==> config.mk <==
export PLATFORM = sky130hd
export DESIGN_NAME = ltp_input_conditioner
export DESIGN_NICKNAME = d
export VERILOG_FILES = /design/src/rtl/ltp_pkg.sv /design/src/rtl/debounce_bit.sv /design/src/rtl/ltp_input_conditioner.sv
export SDC_FILE = /design/constraint.sdc
export NUM_CORES = 1
export LEC_CHECK = 0
export CORE_MARGIN = 1.5
export CORE_UTILIZATION = 30
export CTS_BUF_LIST = sky130_fd_sc_hd__clkbuf_2 sky130_fd_sc_hd__clkbuf_4 sky130_fd_sc_hd__clkbuf_8
export DETAILED_ROUTE_END_ITERATION = 8
export REMOVE_ABC_BUFFERS = 1
export SLEW_MARGIN = 20
export SYNTH_ARGS = -nofsm -noshare
export SYNTH_HDL_FRONTEND = slang
export SYNTH_SLANG_ARGS = --single-unit
==> constraint.sdc <==
create_clock -name CLK -period 1.01 [get_ports CLK]
set_input_delay 0.1515 -clock CLK [delete_from_list [all_inputs] [get_ports CLK]]
set_output_delay 0.1515 -clock CLK [all_outputs]
set_load 0.005 [all_outputs]
==> src/rtl/ltp_pkg.sv <==
// Shared constants for the L/T/P input conditioner: code width, bit positions
// within CODE, and the default debounce length.
package ltp_pkg;

   localparam int unsigned CODE_W           = 3;
   localparam int unsigned L_IDX            = 2;
   localparam int unsigned T_IDX            = 1;
   localparam int unsigned P_IDX            = 0;
   localparam int unsigned DEFAULT_DEBOUNCE = 4;

endpackage

==> src/rtl/debounce_bit.sv <==
// One conditioned input: two-flop synchronizer, saturating debounce counter and
// registered output with a one-cycle toggle flag.
module debounce_bit
   import ltp_pkg::*;
#(
   parameter int unsigned DEBOUNCE_CYCLES = DEFAULT_DEBOUNCE
) (
   input  logic CLK,
   input  logic RST_N,
   input  logic EN,
   input  logic RAW,
   output logic OUT,
   output logic TOGGLE,
   output logic BUSY
);

   localparam int unsigned     CntW   = $clog2(DEBOUNCE_CYCLES + 1);
   localparam logic [CntW-1:0] CntMax = CntW'(DEBOUNCE_CYCLES - 1);
   localparam logic [CntW-1:0] CntOne = CntW'(1);

   logic            sync1_q, sync1_d;
   logic            sync2_q, sync2_d;
   logic [CntW-1:0] cnt_q, cnt_d;
   logic            out_q, out_d;
   logic            toggle_q, toggle_d;

   always_comb begin
      sync1_d  = RAW;
      sync2_d  = sync1_q;
      cnt_d    = cnt_q;
      out_d    = out_q;
      toggle_d = 1'b0;
      // With EN low only the synchronizers advance; everything else holds.
      if (EN) begin
         if (sync2_q == out_q) begin
            cnt_d = '0;
         end else if (cnt_q == CntMax) begin
            out_d    = sync2_q;
            cnt_d    = '0;
            toggle_d = 1'b1;
         end else begin
            cnt_d = cnt_q + CntOne;
         end
      end
   end

   always_ff @(posedge CLK) begin
      if (!RST_N) begin
         sync1_q  <= 1'b0;
         sync2_q  <= 1'b0;
         cnt_q    <= '0;
         out_q    <= 1'b0;
         toggle_q <= 1'b0;
      end else begin
         sync1_q  <= sync1_d;
         sync2_q  <= sync2_d;
         cnt_q    <= cnt_d;
         out_q    <= out_d;
         toggle_q <= toggle_d;
      end
   end

   assign OUT    = out_q;
   assign TOGGLE = toggle_q;
   assign BUSY   = (cnt_q != '0) || (sync2_q != out_q);

endmodule

==> src/rtl/ltp_input_conditioner.sv <==
// Debounces the L/T/P sensor levels for the G/Y/D/C/R decode stage and reports
// change and stability status.
module ltp_input_conditioner
   import ltp_pkg::*;
#(
   parameter int unsigned DEBOUNCE_CYCLES = DEFAULT_DEBOUNCE
) (
   input  logic              CLK,
   input  logic              RST_N,
   input  logic              L_RAW,
   input  logic              T_RAW,
   input  logic              P_RAW,
   input  logic              EN,
   output logic              L,
   output logic              T,
   output logic              P,
   output logic [CODE_W-1:0] CODE,
   output logic              CHG,
   output logic              STABLE
);

   logic [CODE_W-1:0] raw_vec;
   logic [CODE_W-1:0] out_vec;
   logic [CODE_W-1:0] toggle_vec;
   logic [CODE_W-1:0] busy_vec;
   logic              stable_q, stable_d;

   assign raw_vec[L_IDX] = L_RAW;
   assign raw_vec[T_IDX] = T_RAW;
   assign raw_vec[P_IDX] = P_RAW;

   for (genvar i = 0; i < CODE_W; i++) begin : g_bit
      debounce_bit #(
         .DEBOUNCE_CYCLES(DEBOUNCE_CYCLES)
      ) u_debounce_bit (
         .CLK   (CLK),
         .RST_N (RST_N),
         .EN    (EN),
         .RAW   (raw_vec[i]),
         .OUT   (out_vec[i]),
         .TOGGLE(toggle_vec[i]),
         .BUSY  (busy_vec[i])
      );
   end

   always_comb begin
      stable_d = ~|busy_vec;
   end

   // Reset leaves every input settled, so STABLE comes out of reset high.
   always_ff @(posedge CLK) begin
      if (!RST_N) begin
         stable_q <= 1'b1;
      end else begin
         stable_q <= stable_d;
      end
   end

   assign L      = out_vec[L_IDX];
   assign T      = out_vec[T_IDX];
   assign P      = out_vec[P_IDX];
   assign CODE   = out_vec;
   assign CHG    = |toggle_vec;
   assign STABLE = stable_q;

endmodule

==> impl_metrics.env <==
export IMPL_status="finished with violations"
export IMPL_worst_r2r_endpoint="STABLE$_SDFF_PN1_"
export IMPL_postRouteAntennaNets=0
export IMPL_path_class="flop to output port"
export IMPL_critPathBufInv=1
export IMPL_core_rowCount=20
export IMPL_initial_core_util_pct=32.3
export IMPL_crit_family="simple AND/OR/NAND/NOR gates"
export IMPL_rsz0062_at_grt="true"
export IMPL_pwr_share_comb_pct=9.0
export IMPL_die_height_microns=60.8
export IMPL_power_density_mw_per_mm2=974
export IMPL_setup_viol=16
export IMPL_setup_slack_ns=-0.246
export IMPL_antenna_found_initial=0
export IMPL_area_delta_synth_final_pct=56.7
export IMPL_fin_nets=144
export IMPL_swShare_pct=22.3
export IMPL_design_area_sq_mm=0.00157
export IMPL_grt_overflow=0
export IMPL_vdd_drop_max_mv=0.591
export IMPL_antenna_cells=0
export IMPL_fin_worst_skew_ns=0.00779
export IMPL_drtPass1Iterations=4
export IMPL_critPathMaxStageDelay_ns=0.35
export IMPL_clock_path_buffers=2
export IMPL_root_buffer="clkbuf_4"
export IMPL_clk_latency_ns=0.31
export IMPL_cp_depth=2
export IMPL_tightestPinTransition_ns=0.259
export IMPL_netlist_cell_type_count=22
export IMPL_grtUsageTotal_pct=13.4
export IMPL_cts_tree="done"
export IMPL_synthCells=97
export IMPL_leakagePower_nw=0.645
export IMPL_worstHoldStart="L_RAW"
export IMPL_multi_input_area_sq_um=647
export IMPL_path_cells="or3_1 > buf_2"
export IMPL_drc=0
export IMPL_wl_per_cell_microns=11.8
export IMPL_hpwl_microns=1330
export IMPL_fmax_mhz=796
export IMPL_synth_seq_cells=22
export IMPL_p_seq_share_pct=59.0
export IMPL_p_clk_share_pct=31.9
export IMPL_cts_max_level=1
export IMPL_die_w_microns=60.8
export IMPL_yosysSeqAreaShare_pct=44.0
export IMPL_place_area_sq_mm=0.00125
export IMPL_critPathRequiredTime_ns=0.86
export IMPL_io_buffer_count=13
export IMPL_vias=781
export IMPL_clk_pin_slew_ns=0.12
export IMPL_cp_startpoint="g_bit[1].u_debounce_bit.TOGGLE$_SDFF_PP0_"
export IMPL_cts_num_sinks=22
export IMPL_grt_max_degree=14
export IMPL_regArea_sq_um=458
export IMPL_period_minus_slack_ns=1.26
export IMPL_max_slew_margin_pct=82.5
export IMPL_cp_slowest_cell="or3_1"
export IMPL_final_util_pct=50.6
export IMPL_ys_warn_count=0
export IMPL_place_congestion=0.739
export IMPL_worst_r2r_setup_slack_ns=-0.20
export IMPL_slew_viol_final=0
export IMPL_grt_pass1_vias=810
export IMPL_violations="setup timing"
export IMPL_p_sw_mw=0.340
export IMPL_layout_drive_gt1_share_pct=48.1
export IMPL_crit_fanout=1
export IMPL_num_fill_cells=294
export IMPL_num_io_pins=14
export IMPL_fin_crit_sh_pct=124
export IMPL_hold_violations=0
export IMPL_regToRegStartpoint="g_bit[2].u_debounce_bit.cnt_q[1]$_SDFFE_PN0P_"
export IMPL_critPathLaunchType="flop"
export IMPL_numCtsBuffers=3
export IMPL_reg2reg_depth=5
export IMPL_coreArea_sq_mm=0.00310
export IMPL_critPathCaptureType="output port"
export IMPL_die_area_sq_mm=0.00369
export IMPL_min_path_type="input pin to flop"
export IMPL_crit_end="CHG"
export IMPL_drt_iter0_drc=11
export IMPL_grt_pass1_wl_microns=3690
export IMPL_viasPerCell=4.46
export IMPL_wirelength_microns=2070
export IMPL_holdPathStages=2
export IMPL_intPower_mw=1.19
export IMPL_maxCapViolCount=0
export IMPL_synth_area_sq_mm=0.00100
export IMPL_syn_avg_cell_area_sq_um=10.3
export IMPL_worst_ep_arrival_time_ns=1.10
==> placed cells by master, fill, tap and decap left out, drive strengths merged, types with 3 or more instances in the layout <==
cell type,count
nand4,6
a21boi,6
ha,6
nor2b,3
xor2,3
inv,6
nor3,3
and3,3
buf,31
dfxtp,22
xnor2,3
nand3b,3
mux2i,3
clkdlybuf4s50,5
o21ai,3
clkbuf,5
nand2b,9
and2,6
==> state kept, by name (all words and copies together), names as in the netlist <==
register                      cells
g_bit.u_debounce_bit.OUT          3
g_bit.u_debounce_bit.cnt_q        9
STABLE                            1
g_bit.u_debounce_bit.sync2_q      3
g_bit.u_debounce_bit.sync1_q      3
g_bit.u_debounce_bit.TOGGLE       3
==> synth_stat cells, drive strengths merged <==
master  number  share of area, %
nand3        1              0.50
nor3         3               1.5
mux2i        3               3.0
buf          5               3.8
and2         6               3.8
clkbuf       2              0.75
and3         3               1.9
nand3b       3               2.2
o41ai        1               1.6
xnor2        3               2.6
or3          1              0.63
nand4        6               3.8
nand2b       9               5.6
nor2b        3               1.9
xor2         3               4.9
ha           6               7.5
o21ai        3               1.5
dfxtp       22                44
a21boi       6               4.5
nor4b        1               1.5
inv          6               2.2
nand2        1              0.37
==> stage by stage <==
stage | setup slack [ns] | std cells | hold slack (ns) | total power, mW | setup TNS [ns]
after floorplan | -0.0164 | 90 | 0.207 | 0.959 | -0.0164
after global placement | -0.210 | 162 | 0.417 | 1.03 | -3.09
after detailed placement | -0.220 | 162 | 0.421 | 1.03 | -3.50
after CTS | -0.254 | 173 | 0.395 | 1.54 | -1.60
after global routing | -0.310 | 175 | 0.410 | 1.61 | -2.26
final | -0.246 | 175 | 0.398 | 1.53 | -1.26
==> logic make-up after synthesis <==
kind of cell	share of synthesized area [%]
XOR/XNOR	7.50
multiplexers	3.00
buffers and inverters	6.75
AO/OA/AOI/OAI	7.62
AND/OR/NAND/NOR	23.6
adder cells (fa/ha/maj)	7.50
flip-flops	44.0
==> power by group through the flow <==
stage	registers, mW	logic (mW)	clock network (mW)
5_1_grt	0.906	0.153	0.548
3_5_place_dp	0.916	0.118	0
3_3_place_gp	0.915	0.116	0
4_1_cts	0.900	0.129	0.507
6_report	0.902	0.138	0.488
2_1_floorplan	0.914	0.0446	0
==> repair_timing <==
action,CTS,global route
buffers inserted,7,4
resized for setup,64,23
endpoints found under the setup margin,20,21
endpoints found under the hold margin,0,0
cloned,0,0
pin swaps,12,15
hold buffers,0,0
==> per-layer routing <==
layer | wire length (microns) | global-route usage [%]
met5 | 0 | 0
met4 | 51 | 6.52
met3 | 40 | 1.92
met2 | 1110 | 22.3
met1 | 869 | 17.1
==> worst register-to-register path, cell delays in order, from the launching register on <==
cell,delay [ns]
dfxtp_2,0.36
inv_1,0.06
ha_1,0.13
nor4b_4,0.19
nand3_1,0.13
o41ai_2,0.23
==> how the worst min path moves through the flow <==
stage,end
2_1_floorplan,STABLE$_SDFF_PN1_
3_3_place_gp,g_bit[1].u_debounce_bit.sync2_q$_SDFF_PN0_
6_report,g_bit[2].u_debounce_bit.sync1_q$_SDFF_PN0_
3_5_place_dp,g_bit[0].u_debounce_bit.sync2_q$_SDFF_PN0_
4_1_cts,g_bit[2].u_debounce_bit.sync1_q$_SDFF_PN0_
5_1_grt,g_bit[0].u_debounce_bit.sync1_q$_SDFF_PN0_
==> layout make-up <==
type	instances	share of cell area, %
well taps	44	3.51
multi-input cells	62	41.2
inverters	6	1.44
repair buffers	37	22.3
clock buffers	4	2.31
flip-flops and latches	22	29.2
(Power assumes the default switching activity.)
